### config.mk
export PLATFORM = sky130hd
export DESIGN_NAME = pipe_reg_hs_flat
export DESIGN_NICKNAME = d
export VERILOG_FILES = /design/src/rtl/pipe_reg_hs_pkg.sv /design/src/rtl/pipe_reg_hs_if.sv /design/src/rtl/pipe_reg_hs_stage.sv /design/src/rtl/pipe_reg_hs.sv /design/src/flat_wrapper.sv
export SDC_FILE = /design/constraint.sdc
export NUM_CORES = 1
export LEC_CHECK = 0
export CORE_ASPECT_RATIO = 0.6
export CORE_MARGIN = 2
export CORE_UTILIZATION = 52
export CTS_CLUSTER_DIAMETER = 120
export CTS_CLUSTER_SIZE = 40
export DETAILED_ROUTE_END_ITERATION = 8
export PLACE_DENSITY = 0.94
export RECOVER_POWER = 100
export SLEW_MARGIN = 10
export SYNTH_ARGS = -nofsm -noshare
export SYNTH_HDL_FRONTEND = slang
export SYNTH_SLANG_ARGS = --single-unit
### constraint.sdc
create_clock -name clk -period 2.8 [get_ports clk]
set_input_delay 0.28 -clock clk [delete_from_list [all_inputs] [get_ports clk]]
set_output_delay 0.28 -clock clk [all_outputs]
set_load 0.03 [all_outputs]
### src/rtl/pipe_reg_hs_pkg.sv
// Shared constants and helpers for the handshaked pipeline register.
//   PIPE_PRESET_DEF : default reset value of stage data registers
//   occ_w()         : width needed to count 0..DEPTH valid stages
package pipe_reg_hs_pkg;

  localparam logic [31:0] PIPE_PRESET_DEF = 32'h0;

  function automatic int occ_w(input int depth);
    return (depth < 1) ? 1 : $clog2(depth + 1);
  endfunction

endpackage

### src/rtl/pipe_reg_hs_if.sv
// Valid/ready stream bundle.
//   valid : producer has a word
//   ready : consumer accepts the word this cycle
//   data  : payload
// master = producer side, slave = consumer side.
interface pipe_reg_hs_if #(
  parameter int DATA_W = 32
) ();
  logic              valid;
  logic              ready;
  logic [DATA_W-1:0] data;

  modport master (output valid, output data, input ready);
  modport slave  (input valid, input data, output ready);
endinterface

### src/rtl/pipe_reg_hs_stage.sv
// One pipeline stage: valid bit + data register.
//   clk, arst_n : clock, async active-low reset
//   flush_i     : clear valid, data kept
//   en_i        : stage may advance (its ready)
//   vld_i/dat_i : word offered by the previous stage
//   vld_o/dat_o : stage contents
module pipe_stage
  import pipe_reg_hs_pkg::*;
#(
  parameter int                DATA_W     = 32,
  parameter logic [DATA_W-1:0] PRESET_VAL = DATA_W'(PIPE_PRESET_DEF)
) (
  input  logic              clk,
  input  logic              arst_n,
  input  logic              flush_i,
  input  logic              en_i,
  input  logic              vld_i,
  input  logic [DATA_W-1:0] dat_i,
  output logic              vld_o,
  output logic [DATA_W-1:0] dat_o
);
  logic              v_q;
  logic [DATA_W-1:0] d_q;

  always_ff @(posedge clk or negedge arst_n) begin
    if (!arst_n) begin
      v_q <= 1'b0;
      d_q <= PRESET_VAL;
    end else if (flush_i) begin
      v_q <= 1'b0;
    end else if (en_i) begin
      v_q <= vld_i;
      // data only loads when a real word moves in; bubbles leave stale data
      if (vld_i) d_q <= dat_i;
    end
  end

  assign vld_o = v_q;
  assign dat_o = d_q;
endmodule

### src/rtl/pipe_reg_hs.sv
// DEPTH-stage valid/ready pipeline register with bubble collapsing,
// backpressure, synchronous flush and an occupancy counter.
//   clk, arst_n : clock, async active-low reset
//   flush       : clears every valid bit next edge; blocks both handshakes now
//   up          : input stream (slave modport)
//   dn          : output stream (master modport), fed from stage DEPTH-1
//   occupancy   : number of valid stages (registered)
module pipe_reg_hs
  import pipe_reg_hs_pkg::*;
#(
  parameter int                DATA_W     = 32,
  parameter int                DEPTH      = 2,
  parameter logic [DATA_W-1:0] PRESET_VAL = DATA_W'(PIPE_PRESET_DEF),
  localparam int               OCC_W      = occ_w(DEPTH)
) (
  input  logic             clk,
  input  logic             arst_n,
  input  logic             flush,
  pipe_reg_hs_if.slave     up,
  pipe_reg_hs_if.master    dn,
  output logic [OCC_W-1:0] occupancy
);
  logic [DEPTH-1:0]             v;
  logic [DEPTH-1:0][DATA_W-1:0] d;
  logic [DEPTH-1:0]             rdy;
  logic [DEPTH-1:0]             vin;
  logic [DEPTH-1:0][DATA_W-1:0] din;
  logic                         in_rdy, in_xfer, out_vld, out_xfer;
  logic [OCC_W-1:0]             occ_q, occ_d;

  // Ready ripples back from the output in one cycle, so any empty stage
  // lets everything upstream of it move: bubbles collapse immediately.
  always_comb begin
    rdy = '0;
    rdy[DEPTH-1] = !v[DEPTH-1] | dn.ready;
    for (int i = DEPTH - 2; i >= 0; i--)
      rdy[i] = !v[i] | rdy[i+1];
  end

  assign in_rdy   = rdy[0] & !flush;
  assign in_xfer  = up.valid & in_rdy;
  assign out_vld  = v[DEPTH-1] & !flush;
  assign out_xfer = out_vld & dn.ready;

  always_comb begin
    vin    = '0;
    din    = '0;
    vin[0] = in_xfer;
    din[0] = up.data;
    for (int i = 1; i < DEPTH; i++) begin
      vin[i] = v[i-1];
      din[i] = d[i-1];
    end
  end

  for (genvar g = 0; g < DEPTH; g++) begin : g_stg
    pipe_stage #(
      .DATA_W     (DATA_W),
      .PRESET_VAL (PRESET_VAL)
    ) u_stg (
      .clk     (clk),
      .arst_n  (arst_n),
      .flush_i (flush),
      .en_i    (rdy[g]),
      .vld_i   (vin[g]),
      .dat_i   (din[g]),
      .vld_o   (v[g]),
      .dat_o   (d[g])
    );
  end

  // Counter tracks popcount(v) from the handshakes instead of summing bits.
  always_comb begin
    occ_d = occ_q;
    if (flush)                  occ_d = '0;
    else if (in_xfer & !out_xfer) occ_d = occ_q + OCC_W'(1);
    else if (!in_xfer & out_xfer) occ_d = occ_q - OCC_W'(1);
  end

  always_ff @(posedge clk or negedge arst_n) begin
    if (!arst_n) occ_q <= '0;
    else         occ_q <= occ_d;
  end

  assign up.ready  = in_rdy;
  assign dn.valid  = out_vld;
  assign dn.data   = d[DEPTH-1];
  assign occupancy = occ_q;
endmodule

### src/flat_wrapper.sv
// flat-port wrapper written by rule: the top's interface ports become plain ports
module pipe_reg_hs_flat import pipe_reg_hs_pkg::*;
#(
  parameter int                DATA_W     = 32,
  parameter int                DEPTH      = 2,
  parameter logic [DATA_W-1:0] PRESET_VAL = DATA_W'(PIPE_PRESET_DEF),
  localparam int               OCC_W      = occ_w(DEPTH)
)
  (clk, arst_n, flush, occupancy, up_valid, up_data, up_ready, dn_valid, dn_data, dn_ready);
  pipe_reg_hs_if #(.DATA_W(DATA_W)) up_i ();
  pipe_reg_hs_if #(.DATA_W(DATA_W)) dn_i ();
  input  logic clk;
  input  logic arst_n;
  input  logic flush;
  output logic [OCC_W-1:0] occupancy;
  input wire logic [$bits(up_i.valid)-1:0] up_valid;
  input wire logic [$bits(up_i.data)-1:0] up_data;
  output wire logic [$bits(up_i.ready)-1:0] up_ready;
  output wire logic [$bits(dn_i.valid)-1:0] dn_valid;
  output wire logic [$bits(dn_i.data)-1:0] dn_data;
  input wire logic [$bits(dn_i.ready)-1:0] dn_ready;
  assign up_i.valid = up_valid;
  assign up_i.data = up_data;
  assign up_ready = up_i.ready;
  assign dn_valid = dn_i.valid;
  assign dn_data = dn_i.data;
  assign dn_i.ready = dn_ready;
  pipe_reg_hs #(.DATA_W(DATA_W), .DEPTH(DEPTH), .PRESET_VAL(PRESET_VAL)) u_core (.clk(clk), .arst_n(arst_n), .flush(flush), .up(up_i), .dn(dn_i), .occupancy(occupancy));
endmodule
==> results of run 1 <==
[stage by stage]
step                      hold slack [ns]  instances  setup WS, ns  cell area, um^2  utilization (%)
after floorplan                   -0.0156        194          1.43             2890                -
after global placement              0.378        297         0.715             3420             65.8
after detailed placement            0.395        297         0.660             3420             65.8
after CTS                          0.0155        313         0.685             3640             69.9
after global routing                0.510        313         0.406             3620             69.6
final                               0.413        313         0.485             3620             69.6
[sequential cells by signal, indices dropped and copies added, names as in the netlist]
register,count
u_core.occupancy,2
u_core.g_stg.u_stg.dat_o,64
u_core.g_stg.u_stg.vld_o,2
[where the power goes]
| group | switching [mW] | leakage, nW | internal, mW |
|---|---|---|---|
| combinational | 0.475 | 0.666 | 0.409 |
| sequential | 0.110 | 0.810 | 1.20 |
| clock | 0.354 | 0.109 | 0.498 |
[logic make-up (layout without fill, tap and decap cells)]
| family | Yosys count | count (layout) | share of synthesized area, % |
|---|---|---|---|
| buffers and inverters | 40 | 93 | 10.5 |
| AOI/OAI and AO/OA | 6 | 6 | 1.99 |
| xor gates and xnor gates | 1 | 1 | 0.303 |
| muxes | 66 | 66 | 25.6 |
| and+or+nand+nor | 13 | 13 | 2.60 |
| DFF | 68 | 68 | 58.9 |
[metal layers]
| metal | vias to the layer above | track usage, % |
|---|---|---|
| li1 | 740 | - |
| met1 | 776 | 21.8 |
| met2 | 52 | 27.9 |
| met3 | 4 | 7.94 |
| met4 | 0 | 5.87 |
| met5 | - | 0 |
[cell type report]
class                      count  share of cell area (%)
clock buffer                   9                    3.42
clock inverter                 7                    2.52
inverter                       2                   0.207
multi-input combinational     86                    24.0
sequential                    68                    47.0
tap                           66                    2.28
timing repair buffer          75                    20.6
[worst paths after layout]
path / to / slack [ns] / cells after the start
worst max-delay path: up_ready / 0.48 / 5
worst min-delay path: u_core.g_stg[0].u_stg.dat_o[28]$_DFFE_PN0P_ / 0.41 / 1
worst max register to register: u_core.g_stg[0].u_stg.dat_o[29]$_DFFE_PN0P_ / 0.80 / 4
worst min register to register: u_core.g_stg[0].u_stg.dat_o[2]$_DFFE_PN0P_ / 0.49 / 1
max in group asynchronous: u_core.g_stg[1].u_stg.dat_o[8]$_DFFE_PN0P_ / 1.34 / 1
min in group clk: u_core.g_stg[0].u_stg.dat_o[2]$_DFFE_PN0P_ / 0.49 / 1
[worst reg2reg max path, stage by stage (launching register included)]
cell and delay [ns]:
dfrtp_1 0.41, nand2b_1 0.15, o211ai_4 0.17, clkbuf_2 0.72, mux2_2 0.44
[synthesized netlist by cell type, types with 2 or more instances]
cell type	count
mux2i_1	2
and2_1	2
buf_4	35
buf_6	3
dfrtp_1	68
mux2_1	6
nor2_1	6
a21oi_1	2
mux2_2	58
==> metrics.csv, run 1 <==
stage;metric;value;unit
yosys;synthArstFlopShare;100;%
pwr;irDropWorstVdd;469;uV
drt;avgViaCountPerCell;5.02;
pwr;p_leak;1.58;nW
flow_run;cap_violations;1;
setup_path;worst_path_max_delay_cell;dlygate4sd3_1;
place;place.port_buffers;72;
outcome;status;complete, but fails checks;
yosys;ys_seq_area_share;58.9;%
cells_and_area;area_growth;25.4;%
pwr;total_power;3.05;mW
cells_and_area;final_nets;279;
drt;wl_met2;2.23;mm
drt;wl;4.81;mm
clock_tree;cts_buffers;9;
sta;fmax;432;MHz
yosys;synth_top_area_share;58.9;%
die;die-area;0.00619;mm^2
cells_and_area;multiInputGateArea;870;um^2
global_route;grt_max_degree;37;
global_route;grt_pass1_wl;7.84;mm
place;place.gp.congestion;0.741;
drt;dr.pass1.iters;4;
setup_path;path_cells;dlygate4sd3_1 > nand2b_1 > nor2_1 > nor2_1 > dlygate4sd3_1;
drt;drt-wirelength-per-cell;15.4;um
drt;maxUsedRoutingLayer;met4;
clock_tree;cts_max_level;3;
sta;relSlewSlack;-19.5;%
outcome;violations;max-capacitance violations, max-slew violations;
yosys;syn_avg_cell_area;14.9;um^2
drt;ant_nets;0;
yosys;yosys-top-cells-area;dfrtp_1, mux2_2, buf_4;
die;core_area;0.00520;mm^2
clock_tree;cts_root_buf;clkbuf_8;
clock_tree;cts_hold_buffers;0;
clock_tree;cts_setup_buffers;0;
cells_and_area;fill_cells;365;
yosys;yosysUniqueCellTypes;21;
die;die_w;100;um
sta;fin_crit;2.32;ns
yosys;ys_ff_latch;68;
setup_path;rr_startpoint;u_core.g_stg[1].u_stg.vld_o$_DFFE_PN0P_;
yosys;syn_area;0.00289;mm^2
die;dieHeight;61.7;um
setup_path;critPathKind;in2out;
drt;drc;0;
setup_path;startpoint;dn_ready;
cells_and_area;diodes;0;
sta;rsz0062_at_grt;no;
setup_path;path_delay_family;buffers and inverters;
die;floorplan.initialDensity;55.5;%
yosys;synth_fp_nets;231;
sta;setup_viol;0;
cells_and_area;drive_above_1_share;32.4;%
cells_and_area;regArea;0.00170;mm^2
sta;clock_skew;0.00512;ns
cells_and_area;layout_common_cells;dfrtp_1, mux2_2, dlygate4sd3_1, clkdlybuf4s50_1, clkbuf_8;
clock_tree;clk_pin_slew;0.07;ns
global_route;grt.total_usage;17.5;%
global_route;grt_antenna_before_repair;0;
sta;drv_slew;33;
die;rows;20;
drt;m1WireLength;2.19;mm
drt;dr.first_iter.drc_count;29;
pwr;powerDensity;842;mW/mm^2
sta;hold_violations;0;
clock_tree;cts_resized;0;
setup_path;critPathLaunchType;input pin;
setup_path;cpPeakStageDelay;0.75;ns
drt;wl_met3;365;um
hold_path;holdCritPathClass;in2async;
setup_path;cp-end-kind;output pin;
global_route;grt_pass1_vias;1628;
yosys;synthFlopType;dfrtp_1;
yosys;synth_warnings;0;
yosys;synth-edff-count;0;
clock_tree;clock-sinks;68;
clock_tree;clk_latency;0.33;ns
global_route;grt_overflow;0;
clock_tree;cts_tree;yes;
place;hpwl;3.38;mm
die;ioPinCount;73;
drt;via_count;1572;
setup_path;path_max_fanout;4;
setup_path;arrival;2.04;ns
setup_path;critical_path_buf_inv_count;2;
sta;worst_pin_slew;1.79;ns
yosys;syn_inst;194;
yosys;synth_top_cell_by_area;dfrtp_1;
sta;tns;0;ns
clock_tree;cts_buffer_depth;2;
cells_and_area;final_common_cell;dfrtp_1;
sta;period_share;82.7;%
setup_path;critPathRequiredTime;2.52;ns
Note: power is estimated with default switching activity, not from simulation.
==> run 2: changes to the inputs <==
- CORE_UTILIZATION: 52 -> 49
- PLACE_DENSITY: 0.94 -> 0.9
- clock period: 2.8 -> 2.2 ns (I/O delays scaled with it)
==> run 2 against run 1 <==
Net effect:
- the run now ends clean
- wire length rose by 3.6%
- highest routed layer unchanged
- die area grew 5.8%
- power is 33% higher
==> metrics.csv, run 2 (synthesized netlist as in run 1, its figures left out) <==
stage;metric;value;unit;change
cells_and_area;fin_cells;330;;+5.4%
setup_path;rr_startpoint;u_core.g_stg[1].u_stg.vld_o$_DFFE_PN0P_;;
die;die_w;103;um;+2.9%
sta;drv_slew;0;;-100%
pwr;power_switching;1.21;mW;+29%
outcome;status;finished, final reports clean;;
sta;rsz0062_at_grt;no;;
sta;worst_pin_slew;0.831;ns;-0.962 ns
place;place.gp.congestion;0.771;;+4.0%
place;hpwl;3.51;mm;+3.9%
die;die-area;0.00654;mm^2;+5.8%
place;place.port_buffers;72;;unchanged
die;ioPinCount;73;;unchanged
pwr;comb_power_share;28.0;%;-1.0 points
cells_and_area;layout_common_cells;dfrtp_1, mux2_2, dlygate4sd3_1, clkdlybuf4s50_1, clkbuf_8;;
clock_tree;cts_max_level;3;;unchanged
pwr;p_seq_share;41.1;%;-1.9 points
setup_path;path_cells;clkdlybuf4s50_1 > nand2b_4 > nor2_1 > nor2_1 > dlygate4sd3_1;;
clock_tree;cts_setup_buffers;0;;unchanged
die;floorplan.initialDensity;51.4;%;-4.1 points
cells_and_area;final_common_cell;dfrtp_1;;
cells_and_area;area_growth;27.3;%;
hold_path;holdCritPathClass;in2async;;
place;place_area;0.00347;mm^2;+1.3%
setup_path;arrival;1.80;ns;-0.24 ns
global_route;grt_max_degree;34;;-8.1%
drt;dr.first_iter.drc_count;25;;-14%
global_route;grt_pass1_wl;7.91;mm;+0.88%
setup_path;critPathKind;in2out;;
cells_and_area;fill_cells;474;;+30%
clock_tree;cts_root_buf;clkbuf_8;;
sta;fin_crit;2.02;ns;
sta;hold_violations;0;;unchanged
drt;wl;4.98;mm;+3.6%
setup_path;cp_common_cell;nor2_1;;
flow_run;cap_violations;0;;-1
cells_and_area;diodes;0;;unchanged
place;placed_cells;313;;+5.4%
die;dieHeight;63.5;um;+2.8%
die;core_area;0.00562;mm^2;+8.0%
setup_path;rr_worst_depth;4;;unchanged
cells_and_area;finalInstanceArea;0.00368;mm^2;+1.5%
pwr;powerDensity;1100;mW/mm^2;+31%
drt;via_count;1607;;+2.2%
sta;clock_skew;0.00749;ns;+0.00237 ns
pwr;irDropWorstVdd;625;uV;+33%
pwr;p_clk_share;30.9;%;+3.0 points
sta;setup_viol;0;;unchanged
global_route;grt.total_usage;16.6;%;-0.86 points
sta;period_share;91.7;%;
die;rows;21;;+5.0%
clock_tree;clk_pin_slew;0.08;ns;about the same
clock_tree;clk_latency;0.34;ns;about the same
setup_path;cpPeakStageDelay;0.76;ns;about the same
setup_path;critPathLaunchType;input pin;;
pwr;p_int;2.83;mW;+34%
global_route;grt_overflow;0;;unchanged
cells_and_area;final_nets;282;;+1.1%
pwr;sw_frac_of_total;30.0;%;-0.85 points
drt;drc;0;;unchanged
sta;fmax;496;MHz;
setup_path;worst_path_max_delay_cell;dlygate4sd3_1;;
setup_path;path_max_fanout;4;;unchanged
clock_tree;cts_tree;yes;;
drt;dr.pass1.iters;4;;unchanged
clock_tree;clock-sinks;68;;unchanged
clock_tree;cts_buffer_depth;2;;unchanged
sta;tns;0;ns;unchanged
cells_and_area;drive_above_1_share;33.2;%;+0.81 points
global_route;grt_pass1_vias;1680;;+3.2%
setup_path;cp-end-kind;output pin;;
global_route;grt_antenna_before_repair;0;;unchanged
setup_path;startpoint;dn_ready;;
drt;avgViaCountPerCell;4.87;;-3.0%
pwr;total_power;4.04;mW;+33%
cells_and_area;largest_reg_flops;64;;unchanged
pwr;p_leak;1.60;nW;+1.2%
drt;drt-wirelength-per-cell;15.1;um;-1.8%
sta;relSlewSlack;44.6;%;+64 points
clock_tree;cts_buffers;9;;unchanged
setup_path;critPathRequiredTime;1.98;ns;-0.54 ns
drt;ant_nets;0;;unchanged
-- run 2: cell types whose count changed in the layout (fill, tap and decap cells not counted) --
cell and delta:
clkinv_2 -2, bufinv_16 +1, nand3_1 -1, clkbuf_2 +3
clkbuf_8 +1, nand2b_4 +1, buf_12 -1, nand2b_1 -1
o211ai_1 +1, dlygate4sd3_1 +1, nand3_2 +1, o211ai_4 -1
-- run 2: through the flow --
step / util (%) / hold slack [ns] / setup WS [ns]
6_report: 65.4 / 0.259 / 0.182
5_1_grt: 65.4 / 0.266 / 0.102
4_1_cts: 66.3 / 0.204 / 0.221
3_5_place_dp: 61.7 / 0.0348 / 0.230
3_3_place_gp: 61.7 / 0.0320 / 0.254
2_1_floorplan: - / -0.0756 / 0.830
-- run 2: final timing paths --
check | slack, ns | end
hold reg to reg | 0.48 | u_core.g_stg[1].u_stg.dat_o[27]$_DFFE_PN0P_
hold / removal | 0.26 | u_core.g_stg[1].u_stg.dat_o[29]$_DFFE_PN0P_
max in group asynchronous | 0.91 | u_core.g_stg[1].u_stg.dat_o[12]$_DFFE_PN0P_
setup reg to reg | 0.41 | u_core.g_stg[1].u_stg.dat_o[28]$_DFFE_PN0P_
min in group clk | 0.47 | u_core.g_stg[0].u_stg.dat_o[2]$_DFFE_PN0P_
setup / recovery | 0.18 | up_ready
-- run 2: critical path: cells and delay by family --
kind	cells	cell delay (ns)
buffers and inverters	2	1.28
and+or+nand+nor	3	0.31
-- run 2: final cells by class --
class                   instances  area, um^2  area share (%)
well taps                      80         100            2.72
inverters                       2        7.51           0.204
repair buffers                 78         749            20.4
multi-input cells              86         868            23.6
clock buffers                  10         138            3.74
clock inverters                 6         111            3.03
flip-flops and latches         68        1700            46.3
-- run 2: layer usage --
metal	GRT usage, %	part of all wire (%)	up-vias
li1	-	-	737
met1	19.7	45	804
met2	25.2	45	57
met3	8.88	9.0	9
met4	6.91	1.6	0
met5	0	0	-
-- run 2: power by group through the flow --
stage                     Combinational, mW  Sequential [mW]  Clock, mW
final                                  1.13             1.66       1.25
after global routing                   1.20             1.70       1.35
after CTS                              1.23             1.67       1.28
after detailed placement               1.22             1.70          0
after global placement                 1.19             1.68          0
after floorplan                       0.957             1.66          0
-- run 2: timing repair --
item                                   4_1_cts  5_1_grt
hold buffers                                 1        0
gates resized for setup                      0        0
endpoints found under the hold margin       68        0
